File: config.mk
export PLATFORM = sky130hd
export DESIGN_NAME = call_command_responder
export DESIGN_NICKNAME = d
export VERILOG_FILES = /design/src/rtl/call_command_responder.sv
export SDC_FILE = /design/constraint.sdc
export NUM_CORES = 1
export LEC_CHECK = 0
export CELL_PAD_IN_SITES_DETAIL_PLACEMENT = 0
export CELL_PAD_IN_SITES_GLOBAL_PLACEMENT = 1
export CORE_MARGIN = 2
export CORE_UTILIZATION = 40
export CTS_CLUSTER_SIZE = 40
export DETAILED_ROUTE_END_ITERATION = 10
export PLACE_DENSITY_LB_ADDON = 0.1
export SLEW_MARGIN = 20
export SYNTH_ARGS = -nofsm -noshare
export SYNTH_HDL_FRONTEND = slang
export SYNTH_SLANG_ARGS = --single-unit
File: constraint.sdc
create_clock -name clk -period 4.2 [get_ports clk]
set_clock_uncertainty 0.1 [all_clocks]
set_input_delay 1.05 -clock clk [delete_from_list [all_inputs] [get_ports clk]]
set_output_delay 1.05 -clock clk [all_outputs]
set_load 0.01 [all_outputs]
File: src/rtl/call_command_responder.sv
// call_command_responder: UI call-control endpoint running per-node call state; define CALL_BLOCK_EN to add the BLOCK caller filter
module call_command_responder #(
  parameter int TIMER_W = 24,
  parameter int CALL_TIMEOUT = 10000000,
  parameter logic [7:0] BCAST_ADDR = 8'hFF
) (
  input  logic       clk,
  input  logic       reset_n,
  input  logic [7:0] my_addr,
  input  logic       cmd_valid,
  output logic       cmd_ready,
  input  logic [2:0] command,
  input  logic [7:0] address,
  output logic       init,
  output logic       incoming_call,
  output logic [7:0] inc_address,
  output logic       call_active,
  output logic [1:0] status,
  output logic       tx_valid,
  input  logic       tx_ready,
  output logic [2:0] tx_type,
  output logic [7:0] tx_dest,
  input  logic       rx_valid,
  input  logic [2:0] rx_type,
  input  logic [7:0] rx_src
);
  localparam logic [2:0] C_INIT = 3'd1, C_CALL = 3'd2, C_ACCEPT = 3'd3, C_REJECT = 3'd4, C_END = 3'd5, C_VM = 3'd6;
  localparam logic [2:0] T_INIT = 3'd0, T_REQ = 3'd1, T_ACK = 3'd2, T_NAK = 3'd3, T_HUP = 3'd4;
  localparam logic [1:0] S_NONE = 2'd0, S_OK = 2'd1, S_REJ = 2'd2, S_TMO = 2'd3;

  typedef enum logic [2:0] {UNINIT, IDLE, DIALING, RINGING, CONNECTED} state_t;

  state_t state, state_nx;
  logic [7:0] peer, peer_nx, inc_nx, tx_dest_nx;
  logic [1:0] status_nx;
  logic [2:0] tx_type_nx;
  logic [TIMER_W-1:0] timer;
  logic acc, timing, timeout, rx_peer, busy_req, blocked, tx_go;

  assign cmd_ready = !tx_valid && !rx_valid;
  assign acc = cmd_valid && cmd_ready;
  assign timing = state == DIALING || state == RINGING;
  assign timeout = timing && timer == TIMER_W'(CALL_TIMEOUT - 1);
  assign rx_peer = rx_valid && rx_src == peer;
  assign busy_req = rx_valid && rx_type == T_REQ && rx_src != peer &&
                    (state == DIALING || state == RINGING || state == CONNECTED);
  assign init = state != UNINIT;
  assign incoming_call = state == RINGING;
  assign call_active = state == CONNECTED;

`ifdef CALL_BLOCK_EN
  localparam logic [2:0] C_BLOCK = 3'd7;
  logic [7:0] blocked_addr;
  assign blocked = state == IDLE && rx_valid && rx_type == T_REQ && blocked_addr != 8'h00 && rx_src == blocked_addr;
  // BLOCK reloads the filtered caller address; zero turns filtering off
  always_ff @(posedge clk or negedge reset_n)
    if (!reset_n) blocked_addr <= 8'h00;
    else if (acc && command == C_BLOCK) blocked_addr <= address;
`else
  assign blocked = 1'b0;
`endif

  // Next call state, result and outgoing packet; received packets outrank timeouts, which outrank commands
  always_comb begin
    state_nx = state;
    peer_nx = peer;
    inc_nx = inc_address;
    status_nx = status;
    tx_go = 1'b0;
    tx_type_nx = tx_type;
    tx_dest_nx = tx_dest;
    case (state)
      UNINIT:
        if (rx_valid && rx_type == T_INIT) state_nx = IDLE;
        else if (acc && command == C_INIT) begin
          state_nx = IDLE;
          tx_go = 1'b1;
          tx_type_nx = T_INIT;
          tx_dest_nx = BCAST_ADDR;
        end
      IDLE:
        if (blocked) begin
          tx_go = 1'b1;
          tx_type_nx = T_NAK;
          tx_dest_nx = rx_src;
        end else if (rx_valid && rx_type == T_REQ) begin
          state_nx = RINGING;
          peer_nx = rx_src;
          inc_nx = rx_src;
        end else if (acc && command == C_CALL) begin
          if (address == my_addr) status_nx = S_REJ;
          else begin
            state_nx = DIALING;
            peer_nx = address;
            status_nx = S_NONE;
            tx_go = 1'b1;
            tx_type_nx = T_REQ;
            tx_dest_nx = address;
          end
        end
      DIALING:
        if (rx_peer && rx_type == T_ACK) begin
          state_nx = CONNECTED;
          status_nx = S_OK;
        end else if (rx_peer && rx_type == T_NAK) begin
          state_nx = IDLE;
          status_nx = S_REJ;
        end else if (timeout || (acc && command == C_END)) begin
          state_nx = IDLE;
          status_nx = timeout ? S_TMO : status;
          tx_go = 1'b1;
          tx_type_nx = T_HUP;
          tx_dest_nx = peer;
        end
      RINGING:
        if (rx_peer && rx_type == T_HUP) state_nx = IDLE;
        else if (timeout || (acc && (command == C_REJECT || command == C_VM))) begin
          state_nx = IDLE;
          status_nx = timeout ? S_TMO : status;
          tx_go = 1'b1;
          tx_type_nx = T_NAK;
          tx_dest_nx = peer;
        end else if (acc && command == C_ACCEPT) begin
          state_nx = CONNECTED;
          status_nx = S_OK;
          tx_go = 1'b1;
          tx_type_nx = T_ACK;
          tx_dest_nx = peer;
        end
      CONNECTED:
        if (rx_peer && rx_type == T_HUP) state_nx = IDLE;
        else if (acc && command == C_END) begin
          state_nx = IDLE;
          tx_go = 1'b1;
          tx_type_nx = T_HUP;
          tx_dest_nx = peer;
        end
      default: state_nx = UNINIT;
    endcase
    if (busy_req && !tx_go) begin
      tx_go = 1'b1;
      tx_type_nx = T_NAK;
      tx_dest_nx = rx_src;
    end
  end

  // State, call registers, timeout timer and the single-entry transmit slot
  always_ff @(posedge clk or negedge reset_n)
    if (!reset_n) begin
      state <= UNINIT;
      peer <= 8'h00;
      inc_address <= 8'h00;
      status <= S_NONE;
      timer <= '0;
      tx_valid <= 1'b0;
      tx_type <= 3'd0;
      tx_dest <= 8'h00;
    end else begin
      state <= state_nx;
      peer <= peer_nx;
      inc_address <= inc_nx;
      status <= status_nx;
      timer <= state_nx != state ? '0 : timing ? timer + TIMER_W'(timer != '1) : timer;
      tx_valid <= tx_valid ? !tx_ready : tx_go;
      if (!tx_valid) begin
        tx_type <= tx_type_nx;
        tx_dest <= tx_dest_nx;
      end
    end
endmodule

======== Word-level counts from Yosys, hierarchy flattened ========
Index checks and enable logic that the tools add are counted.
storage, ports and cells
  register bits after elaboration ......... 57
  input bits .............................. 35
  output and inout port bits .............. 26
  word-level logic and storage cells ...... 159
cells by class
  $add $sub $neg .......................... 1
  eq/ne operators ......................... 38
  mux-type cells .......................... 74
  bitwise logic cells ..................... 1
  reductions and logical operators ........ 37
operators by type and width
  kind                  count
  $mux 8                15
  $mux 3                27
  $mux 24               2
  $pmux 8 s5            1
  $pmux 3 s5            2
  $add 24x1->24         1
  $eq 24x24->1 const B  1
  $ne 24x24->1 const B  1
  $mux 2                10
  $eq 3x2->1 const B    6
  $logic_and 1x1->1     17
  $eq 8x8->1            2
  $eq 3x3->1 const B    5
  $mux 1                15
  $ne 3x3->1 const B    5
  $reduce_and 14->1     1
  $ne 3x2->1 const B    4
  $eq 3x1->1 const B    3
  $ne 3x1->1 const B    3
  $ne 2x2->1 const B    4
  $ne 4x1->1 const B    2
  $ne 8x8->1            1
  $logic_not 3->1       2
  $pmux 2 s3            1
  11 further kinds      20

======== Longest topological paths before layout ========
  depth in word-level cells ............... 13
  mapped depth ............................ 13
  depth with buffers taken out ............ 13

======== Worst setup path before layout ========
Ideal clock, no wire load.
  path kind ............................... input-to-reg
  start point ............................. input port rx_src[1]
  end point ............................... register tx_dest[1]
  setup time .............................. 123 ps
  arrival ................................. 2717 ps
  data required time ...................... 3977 ps
  path slack .............................. 1260 ps
  stages on the path ...................... 8
  path buffers ............................ 1
  cell sequence ........................... xnor2_1 nand4_2 or4_4 nand3_1 o211ai_2 o21ba_2 buf_2 o221a_1
on the way
  word-level cells in the longest chain between the ends .. 10
  elaborated cells on any way between the ends .. 30
  those cells by class .................... 14 x eq/ne; 6 x mux; 10 x reduce/logical
RTL lines
  item                                                RTL line  source
  from (decl)                                         25        input logic [7:0] rx_src
  $eq 8x8->1                                          44        assign rx_peer = rx_valid && rx_src == peer;
  $logic_and 1x1->1                                   44
  $logic_and 1x1->1                                   105       end else if (rx_peer && rx_type == T_NAK) begin
  $mux 1                                              105
  $mux 1                                              102       if (rx_peer && rx_type == T_ACK) begin
  $pmux 1 s5                                          72        case (state)
  $logic_not 1->1                                     140       if (busy_req && !tx_go) begin
  $logic_and 1x1->1                                   140
  $ne 4x1->1 (no line), or another cell as far along  -
  $reduce_and 14->1 (no line)                         -
  to (signal assigned)                                167       tx_dest <= tx_dest_nx;
  to (decl)                                           22        output logic [7:0] tx_dest,
Parallel ways exist; a longest one is shown, timed or not.
A chain may end at the register's enable or synchronous reset.

======== Worst setup path after layout ========
  start point ............................. input port rx_src[1]
  end point ............................... register timer[20]
on the way
  word-level cells in the longest chain between the ends .. 8
  elaborated cells on any way between the ends .. 13
  those cells by class .................... 2 x eq/ne; 6 x mux; 5 x reduce/logical
RTL lines
  item                                          RTL line  source
  $eq 8x8->1 *                                  44
  $logic_and 1x1->1 *                           44
  $logic_and 1x1->1                             105
  $mux 3                                        105
  $mux 3                                        102
  $pmux 3 s5 *                                  72
  $ne 3x3->1 *                                  163       timer <= state_nx != state ? '0 : timing ? timer + TIMER_W'(timer != '1) : timer;
  $mux 24 or $reduce_bool 2->1 (tied branches)  -
  to (signal assigned)                          163
  to (decl)                                     37        logic [TIMER_W-1:0] timer;
Mark *: on every way between the ends. The rest lies on a longest branch, timed or not.

==> summary.md <==
| Metric | Value |
|---|---|
| Outcome | `complete, no violations` |
| R2R depth | `14` |
| Vias in the first global route | `3262` |
| Hold_buf cts | `0` |
| Reg-to-Reg Start | `timer[10]` |
| Final period utilization | `82.2%` |
| Post-DP Area | `4520 um^2` |
| Fill count | `853` |
| CP endpoint kind | `flop` |
| Post-Route WL | `9950 um` |
| Largest fanout on the critical path | `15` |
| Worst R2R Setup Slack | `1.17 ns` |
| Tot GR Track Use | `20.9%` |
| Final worst path period need | `3.45 ns` |
| Synth top area share | `37.8%` |
| Count of flip-flops with a built-in enable after synthesis | `0` |
| Register Area | `1430 um^2` |
| Postcts setup bufs | `0` |
| Core area | `9200 um^2` |
| Cell variety after synth | `64` |
| Placed Cells | `553` |
| Leakage power | `1.85 nW` |
| R2r endpoint | `timer[22]` |
| N_diodes | `0` |
| Die area | `10200 um^2` |
| Vias | `3161` |
| Chip height | `101 um` |
| Layout area overhead | `25.7%` |
| CTS resizes | `0` |
| Area of the multi-input gates | `2220 um^2` |
| 1st-iter DRT viols | `132` |
| RSZ-0062 raised after global routing | `false` |
| Syn. warnings | `0` |
| Worst Setup SP | `rx_src[1]` |
| H-tree Lvls | `3` |
| Grt ovf | `0` |
| # IOs | `61` |
| First-pass DRT Iterations | `5` |
| Post-Synthesis Cells | `385` |
| Routed Antenna Nets | `0` |
| First-pass GRT wire length | `16600 um` |
| Async SR Flop Fraction | `100%` |
| Post-DR wirelength/cell | `17.5 um` |
| CTS buffer count | `9` |
| TritonCTS clock tree | `built` |
| Maxcap violations | `0` |
| Max Fclk | `290 MHz` |
| Worst min-delay path category | `reg -> reg` |
| DRC violations left | `0` |
| Clk_lat worst skew | `0.34 ns` |
| Tightest Pin Transition | `0.583 ns` |
| Final Max Slew Viols | `0` |
| Post-route cell area | `4750 um^2` |
| Post-synthesis sequential area ratio | `37.8%` |
| Req. time, crit path | `4.37 ns` |
| Leading area contributor after synthesis | `dfrtp_1` |
| Commonest cells in the synthesized netlist | `dfrtp_1, nand2_1, xnor2_1` |
| # port buffers | `60` |
| Cell Pwr Density | `549 nW/um^2` |
| Worst setup path endpoint | `timer[20]` |
| CTS sink count | `57` |
| Starting Density | `41.1%` |
| Clk buf depth | `2` |
| Hold path start | `inc_address[1]` |
| Largest net degree at the start of global routing | `26` |
| Setup TNS | `0 ns` |
| Headroom to the max-slew limit | `61.2%` |
| Antenna violations before repair | `0` |
| Ys flop type | `dfrtp_1` |
| CTS clock-pin slew for the worst setup and hold paths | `0.06 ns` |
| Syn nets | `422` |
| DPL Wire Length | `7200 um` |
| Critical Path Start Type | `input pin` |
| Final Non-Filler Cells | `569` |
| Synth top area cells | `dfrtp_1, nor2_4, xnor2_1` |
| Max VDD drop | `249 uV` |
| Synth Area per Inst | `9.81 um^2` |
| Final setup vio count | `0` |
| Layout Nets | `490` |
| Final hold viol count | `0` |
| Vias per cell | `5.56` |
| Share of layout cells above drive strength 1 | `16.4%` |
| Critical Path AT | `3.62 ns` |
| Root Buffer Master | `clkbuf_8` |
| Cell Area, Synth | `3780 um^2` |
| Synth Register Bits | `57` |
| Placer Congestion | `0.832` |
| Kind of critical path | `in -> reg` |
| Chip Width | `101 um` |
| FP Rows | `35` |
## state kept, by name (all words and copies together) (netlist names)
| name | cells |
|---|---|
| tx_dest | 8 |
| status | 2 |
| tx_valid | 1 |
| state | 3 |
| timer | 24 |
| peer | 8 |
| tx_type | 3 |
| inc_address | 8 |
## per-stage QoR
step	setup slack, ns	util [%]	hold slack (ns)	total power [mW]
after floorplan	1.26	-	0.413	1.59
after global placement	0.462	49.2	0.387	2.02
after detailed placement	0.408	49.2	0.392	2.03
after CTS	0.775	51.6	0.406	2.63
after global routing	0.621	51.6	0.429	2.77
final	0.748	51.6	0.401	2.61
## worst max-delay path: stages
cell,delay (ns)
clkdlybuf4s50_1,0.48
xnor2_1,0.31
nand4_2,0.22
or4_4,0.57
mux2i_1,0.19
o21ai_1,0.07
mux2_4,0.38
buf_12,0.22
nor2_4,0.11
## worst min-delay path by stage
| stage | to | slack [ns] | depth (start not counted) |
|---|---|---|---|
| 6_report | inc_address[1] | 0.40 | 1 |
| 5_1_grt | inc_address[4] | 0.43 | 1 |
| 4_1_cts | inc_address[1] | 0.41 | 1 |
| 3_5_place_dp | inc_address[1] | 0.39 | 1 |
| 3_3_place_gp | inc_address[2] | 0.39 | 1 |
| 2_1_floorplan | peer[7] | 0.41 | 2 |
## kinds of logic (layout without fill, tap and decap cells)
| group | Yosys count | after routing | synth area share [%] |
|---|---|---|---|
| compound gates | 70 | 70 | 14.3 |
| xor+xnor | 39 | 39 | 9.05 |
| fa+ha+maj | 2 | 2 | 0.663 |
| buf+inv | 23 | 96 | 3.38 |
| flops | 57 | 57 | 37.8 |
| mux | 20 | 20 | 5.70 |
| simple gates | 174 | 174 | 29.2 |
## power by group
part	total, mW	switching (mW)	internal [mW]
clock	0.589	0.221	0.368
sequential	0.847	0.145	0.702
combinational	1.17	0.611	0.560
## area by class of cell
class | instances | area share (%)
repair buffers | 74 | 15.0
inverters | 6 | 0.475
well taps | 111 | 2.93
clock buffers | 14 | 3.43
flip-flops and latches | 57 | 30.1
clock inverters | 2 | 1.27
multi-input cells | 305 | 46.8
## metal layers
layer | track usage, % | vias up | routed length [um] | share of wire, %
li1 | - | 1538 | - | -
met1 | 29.4 | 1524 | 4840 | 49
met2 | 32.0 | 86 | 4480 | 45
met3 | 4.14 | 13 | 489 | 4.9
met4 | 7.90 | 0 | 133 | 1.3
met5 | 0 | - | 0 | 0
## cell usage in the layout (no fill, tap or decap), types with 10 or more instances in the layout
cell             count
nand3b_1            10
clkbuf_8            11
o21ai_0             13
nand3_1             11
xor2_1              12
buf_4               13
o22a_1              11
clkdlybuf4s50_1     59
dfrtp_1             57
xnor2_1             27
nand2_1             57
nor2_4              21
nor2_1              15
mux2i_1             11
Power figures use the tool's default switching activity.
